## config.mk

```make
export PLATFORM = sky130hd
export DESIGN_NAME = memory_access
export DESIGN_NICKNAME = d
export VERILOG_FILES = /design/src/rtl/memory_access.sv
export SDC_FILE = /design/constraint.sdc
export NUM_CORES = 1
export LEC_CHECK = 0
export ABC_AREA = 0
export BUFFER_PORTS_ARGS = -buffer_cell sky130_fd_sc_hd__buf_2
export CORE_AREA = 2 2 190 192
export CTS_BUF_LIST = sky130_fd_sc_hd__clkbuf_2
export DETAILED_ROUTE_END_ITERATION = 16
export DIE_AREA = 0 0 192 194
export GPL_TIMING_DRIVEN = 0
export PLACE_DENSITY_LB_ADDON = 0.15
export SLEW_MARGIN = 20
export SYNTH_ARGS = -nofsm -noshare
export SYNTH_HDL_FRONTEND = slang
export SYNTH_SLANG_ARGS = --single-unit
```

## constraint.sdc

```tcl
create_clock -name clk -period 2.1 [get_ports clk]
set_input_delay 0.105 -clock clk [delete_from_list [all_inputs] [get_ports clk]]
set_output_delay 0.105 -clock clk [all_outputs]
set_load 0.01 [all_outputs]
```

## src/rtl/memory_access.sv

```systemverilog
// memory_access: pipeline stage between execute and writeback; one bus access per slot, load formatting
// Ports:
//   clk, reset              clock, synchronous active-high reset
//   *_in                    instruction fields from execute
//   stall, invalidate       hazard controls
//   mem_*                   data-memory bus (request outputs, mem_ready/mem_load_data inputs)
//   *_out                   instruction fields to writeback, load_data_out is the formatted load result
//   busy                    stage is holding a bus access
// Build option: define MEMORY_MISALIGN_EXC_EN to raise misaligned-access exceptions
// instead of masking the low address bits.
module memory_access (
    input  logic        clk,
    input  logic        reset,
    input  logic [31:0] pc_in,
    input  logic [31:0] next_pc_in,
    input  logic [31:0] alu_data_in,
    input  logic [31:0] csr_data_in,
    input  logic [31:0] store_data_in,
    input  logic [1:0]  write_select_in,
    input  logic [4:0]  rd_address_in,
    input  logic [11:0] csr_address_in,
    input  logic        csr_write_in,
    input  logic        mret_in,
    input  logic        wfi_in,
    input  logic        load_in,
    input  logic        store_in,
    input  logic [1:0]  size_in,
    input  logic        signed_in,
    input  logic        valid_in,
    input  logic        exception_in,
    input  logic [3:0]  ecause_in,
    input  logic        stall,
    input  logic        invalidate,
    output logic [31:0] mem_address,
    output logic [31:0] mem_store_data,
    output logic [3:0]  mem_byte_enable,
    output logic        mem_read,
    output logic        mem_write,
    input  logic        mem_ready,
    input  logic [31:0] mem_load_data,
    output logic [31:0] pc_out,
    output logic [31:0] next_pc_out,
    output logic [31:0] alu_data_out,
    output logic [31:0] csr_data_out,
    output logic [31:0] load_data_out,
    output logic [1:0]  write_select_out,
    output logic [4:0]  rd_address_out,
    output logic [11:0] csr_address_out,
    output logic        csr_write_out,
    output logic        mret_out,
    output logic        wfi_out,
    output logic        valid_out,
    output logic        exception_out,
    output logic [3:0]  ecause_out,
    output logic        busy
);
`ifdef MEMORY_MISALIGN_EXC_EN
    localparam logic MIS_EN = 1'b1;
`else
    localparam logic MIS_EN = 1'b0;
`endif

    typedef enum logic {IDLE, ACCESS} state_t;

    typedef struct packed {
        logic [31:0] pc;
        logic [31:0] next_pc;
        logic [31:0] alu_data;
        logic [31:0] csr_data;
        logic [31:0] store_data;
        logic [1:0]  write_select;
        logic [4:0]  rd_address;
        logic [11:0] csr_address;
        logic        csr_write;
        logic        mret;
        logic        wfi;
        logic        load;
        logic        store;
        logic [1:0]  size;
        logic        sign;
        logic        valid;
        logic        exception;
        logic [3:0]  ecause;
    } stage_t;

    function automatic logic misaligned(input logic [1:0] size, input logic [1:0] addr);
        return MIS_EN && ((size == 2'b01 && addr[0]) || (size == 2'b10 && addr != 2'b00));
    endfunction

    state_t      state_q, state_d;
    stage_t      r_q, r_d, in_s;
    logic [31:0] load_q, load_d;
    logic [31:0] addr, sh, fmt;
    logic [3:0]  be;
    logic        access, start, mis_r;

    assign in_s = '{pc: pc_in, next_pc: next_pc_in, alu_data: alu_data_in, csr_data: csr_data_in,
                    store_data: store_data_in, write_select: write_select_in, rd_address: rd_address_in,
                    csr_address: csr_address_in, csr_write: csr_write_in, mret: mret_in, wfi: wfi_in,
                    load: load_in, store: store_in, size: size_in, sign: signed_in, valid: valid_in,
                    exception: exception_in, ecause: ecause_in};

    assign access = (state_q == ACCESS);
    assign busy   = access;
    assign start  = !busy && !stall && valid_in && !invalidate && !exception_in &&
                    (load_in || store_in) && !misaligned(size_in, alu_data_in[1:0]);
    assign mis_r  = (r_q.load || r_q.store) && misaligned(r_q.size, r_q.alu_data[1:0]);

    // Low bits are always masked by size; with misalign exceptions enabled an access
    // only starts when those bits are already zero, so the mask is harmless there.
    assign addr = {r_q.alu_data[31:2], r_q.alu_data[1] & (r_q.size[1] == 1'b0),
                   r_q.alu_data[0] & (r_q.size == 2'b00)};
    assign be   = r_q.size == 2'b00 ? 4'b0001 << addr[1:0] :
                  r_q.size == 2'b01 ? 4'b0011 << addr[1:0] : 4'b1111;
    assign sh   = mem_load_data >> {addr[1:0], 3'b000};
    assign fmt  = r_q.size == 2'b00 ? {{24{r_q.sign & sh[7]}}, sh[7:0]} :
                  r_q.size == 2'b01 ? {{16{r_q.sign & sh[15]}}, sh[15:0]} : sh;

    always_comb begin
        r_d       = (!busy && !stall) ? in_s : r_q;
        r_d.valid = r_d.valid && !invalidate;
    end

    always_comb begin
        state_d = access ? ((mem_ready || invalidate) ? IDLE : ACCESS) : (start ? ACCESS : IDLE);
        load_d  = (mem_read && mem_ready) ? fmt : load_q;
    end

    always_ff @(posedge clk) begin
        if (reset) begin
            state_q <= IDLE;
            r_q     <= '0;
            load_q  <= '0;
        end else begin
            state_q <= state_d;
            r_q     <= r_d;
            load_q  <= load_d;
        end
    end

    assign mem_read        = access && r_q.load;
    assign mem_write       = access && r_q.store && !invalidate;
    assign mem_address     = access ? addr : 32'd0;
    assign mem_byte_enable = access ? be : 4'd0;
    assign mem_store_data  = !access ? 32'd0 :
                             r_q.size == 2'b00 ? {4{r_q.store_data[7:0]}} :
                             r_q.size == 2'b01 ? {2{r_q.store_data[15:0]}} : r_q.store_data;

    assign pc_out           = r_q.pc;
    assign next_pc_out      = r_q.next_pc;
    assign alu_data_out     = r_q.alu_data;
    assign csr_data_out     = r_q.csr_data;
    assign load_data_out    = load_q;
    assign write_select_out = r_q.write_select;
    assign rd_address_out   = r_q.rd_address;
    assign csr_address_out  = r_q.csr_address;
    assign csr_write_out    = r_q.csr_write;
    assign mret_out         = r_q.mret;
    assign wfi_out          = r_q.wfi;
    assign valid_out        = r_q.valid && !access;
    assign exception_out    = r_q.exception || mis_r;
    assign ecause_out       = r_q.exception ? r_q.ecause : mis_r ? (r_q.load ? 4'd4 : 4'd6) : 4'd0;
endmodule

```

==> out/metrics.csv <==
metric;value;unit
status;finished, violations left;
violations;negative setup slack;
layout_common_cells;484 x buf_2, 421 x dlygate4sd3_1, 414 x nand2_1;
fin_nets;2547;
vias;12500;
totalWireLength;45800;µm
rsz0062_at_grt;yes;
dp_cells;2261;
syn-num-nets;1543;
layout_commonest_cell;buf_2;
final_cells;2821;
worst_pin_slew;0.959;ns
leakage;9.07;nW
place.detailed.hpwl;30800;µm
comb_power_share;21.8;%
min_period;2.19;ns
p_int;0.00722;W
fp.dieArea;0.0372;mm²
setup_violations;19;
clock_latency;0.86;ns
drive_above_1_share;38.6;%
io_buffers;487;
die_w;192;µm
cp-end-kind;output pin;
synth_async_sr_flop_share;0;%
worstSetupStartpointType;register;
boundaryPins;489;
hold_viol_final;0;
syn_area;0.0103;mm²
detailed_place.area;0.0133;mm²
p_seq_share;45.2;%
synth_cell_types;40;
gp_congestion;0.849;
avgSynthCellArea;7.84;µm²
critical_path_class;register to output pin;
cts_buffers;66;
grt_pass1_vias;12800;
ir_drop;0.397;mV
grt_start_max_net_pins;11;
cts_root_buf;clkbuf_2;
synth_edf_count;0;
setup_ws;-0.0877;ns
hold_ws;0.142;ns
cts_sinks;226;
design_area;0.0191;mm²
grt_pass1_wl;67600;µm
yosysWarningCount;0;
via_per_inst;4.44;
area_growth;85.6;%
first_pass_iters;5;
max_cap_violations;0;
drv_slew;0;
antenna_found_initial;2;
place_ws;-0.108;ns
die_y;194;µm
track_usage;23.2;%
clk_pin_slew;0.11;ns
p_sw;0.00306;W
clockBufferDepth;3;
first_iter_violations;451;
power.density;538;mW/mm²
ant_nets;0;
overflow;0;
arrival;2.08;ns
htreeDepth;3;
synth_ff_type;dfxtp_1;
hold_path_class;input pin to register;
yosysSeqAreaShare;43.9;%
routedWlPerCell;16.2;µm
cts_tree;built;
post-route-period-util;104;%
core.rowCount;69;
initial_core_util;29.2;%
ys_ff_latch;226;
core;0.0352;mm²
path_max_fanout;5;
relSlewSlack;36.0;%
required;2.00;ns
fmax;457;MHz
drc;0;
power.share.clock;33.0;%
synthCells;1313;
skew;0.0535;ns
p_sw_share;29.8;%
## registers in the layout (all words and copies together), names as in the netlist, 2 cells and up
register / count
alu_data_out: 32
csr_address_out: 12
csr_data_out: 32
load_data_out: 32
next_pc_out: 32
pc_out: 32
r_q: 42
rd_address_out: 5
write_select_out: 2
## metrics by stage
| stage | setup TNS [ns] | utilization [%] | power, W |
|---|---|---|---|
| 3_3_place_gp | -0.678 | 37.8 | 0.00622 |
| 2_1_floorplan | 0 | - | 0.00557 |
| 5_1_grt | -8.27 | 54.3 | 0.0109 |
| 6_report | -1.10 | 54.3 | 0.0103 |
| 4_1_cts | -3.35 | 52.3 | 0.0104 |
| 3_5_place_dp | -0.785 | 37.8 | 0.00624 |
## critical path, stage by stage, from the launching register on
cell and delay [ns]:
dfxtp_2 0.38, buf_8 0.13, buf_4 0.11, mux2i_1 0.20
nor2_2 0.05, a21oi_2 0.16, nor2_2 0.06, buf_2 0.14
## layer usage
metal	global-route usage [%]	vias up	wire length [µm]
met1	26.6	5754	18600
li1	-	6167	-
met5	0	-	0
met3	6.77	125	3250
met4	10.5	0	1650
met2	39.8	478	22200
## synth_stat cells, types with 4 or more instances
master,n,area (µm²)
buf_4,150,1130
dfxtp_1,226,4520
buf_2,34,170
nand2_1,419,1570
nor2_1,57,214
mux2i_1,18,180
a211oi_1,29,218
mux4_2,6,135
and2_1,45,282
buf_6,4,45.0
a211oi_2,10,125
a21oi_1,224,1120
mux2_2,4,45.0
clkbuf_1,53,199
## final cells by class
cell class | instances | area, µm²
inverters | 4 | 27.5
repair buffers | 938 | 7240
fillers | 3318 | 16100
multi-input cells | 840 | 4410
diodes | 2 | 5.00
plain buffers | 241 | 1740
flip-flops and latches | 226 | 4540
clock inverters | 14 | 105
clock buffers | 95 | 475
well taps | 461 | 577
## worst paths after layout
| path | startpoint | to | slack, ns | cells after the start |
|---|---|---|---|---|
| worst max-delay path | r_q[7] | mem_store_data[31] | -0.09 | 7 |
| worst min-delay path | ecause_in[0] | r_q[0] | 0.14 | 4 |
| worst max register to register | r_q[7] | load_data_out[14] | 0.11 | 8 |
| worst min register to register | csr_address_out[0] | csr_address_out[0] | 0.46 | 2 |
## power groups by stage
stage               logic (W)  clock network [W]  registers [W]
floorplan            0.000878                  0        0.00469
global placement      0.00149                  0        0.00473
detailed placement    0.00150                  0        0.00474
CTS                   0.00216            0.00355        0.00464
global route          0.00243            0.00378        0.00467
finish                0.00224            0.00339        0.00465
## what timing repair did
| item | CTS | global route |
|---|---|---|
| gates cloned | 1 | 7 |
| pin swaps | 4 | 17 |
| setup buffers | 10 | 13 |
| endpoints found under the hold margin | 226 | 7 |
| hold buffers | 415 | 7 |
| endpoints found under the setup margin | 213 | 141 |
| resized for setup | 81 | 94 |
## kinds of logic (layout without fill, tap and decap cells)
kind of cell	after synthesis	after routing	share of synthesized area, %
AOI/OAI and AO/OA	272	272	15.1
buffers and inverters	248	1292	15.5
DFF	226	226	43.9
muxes	33	33	4.23
other	0	2	0
and+or+nand+nor	534	535	21.2
(Power assumes the default switching activity.)
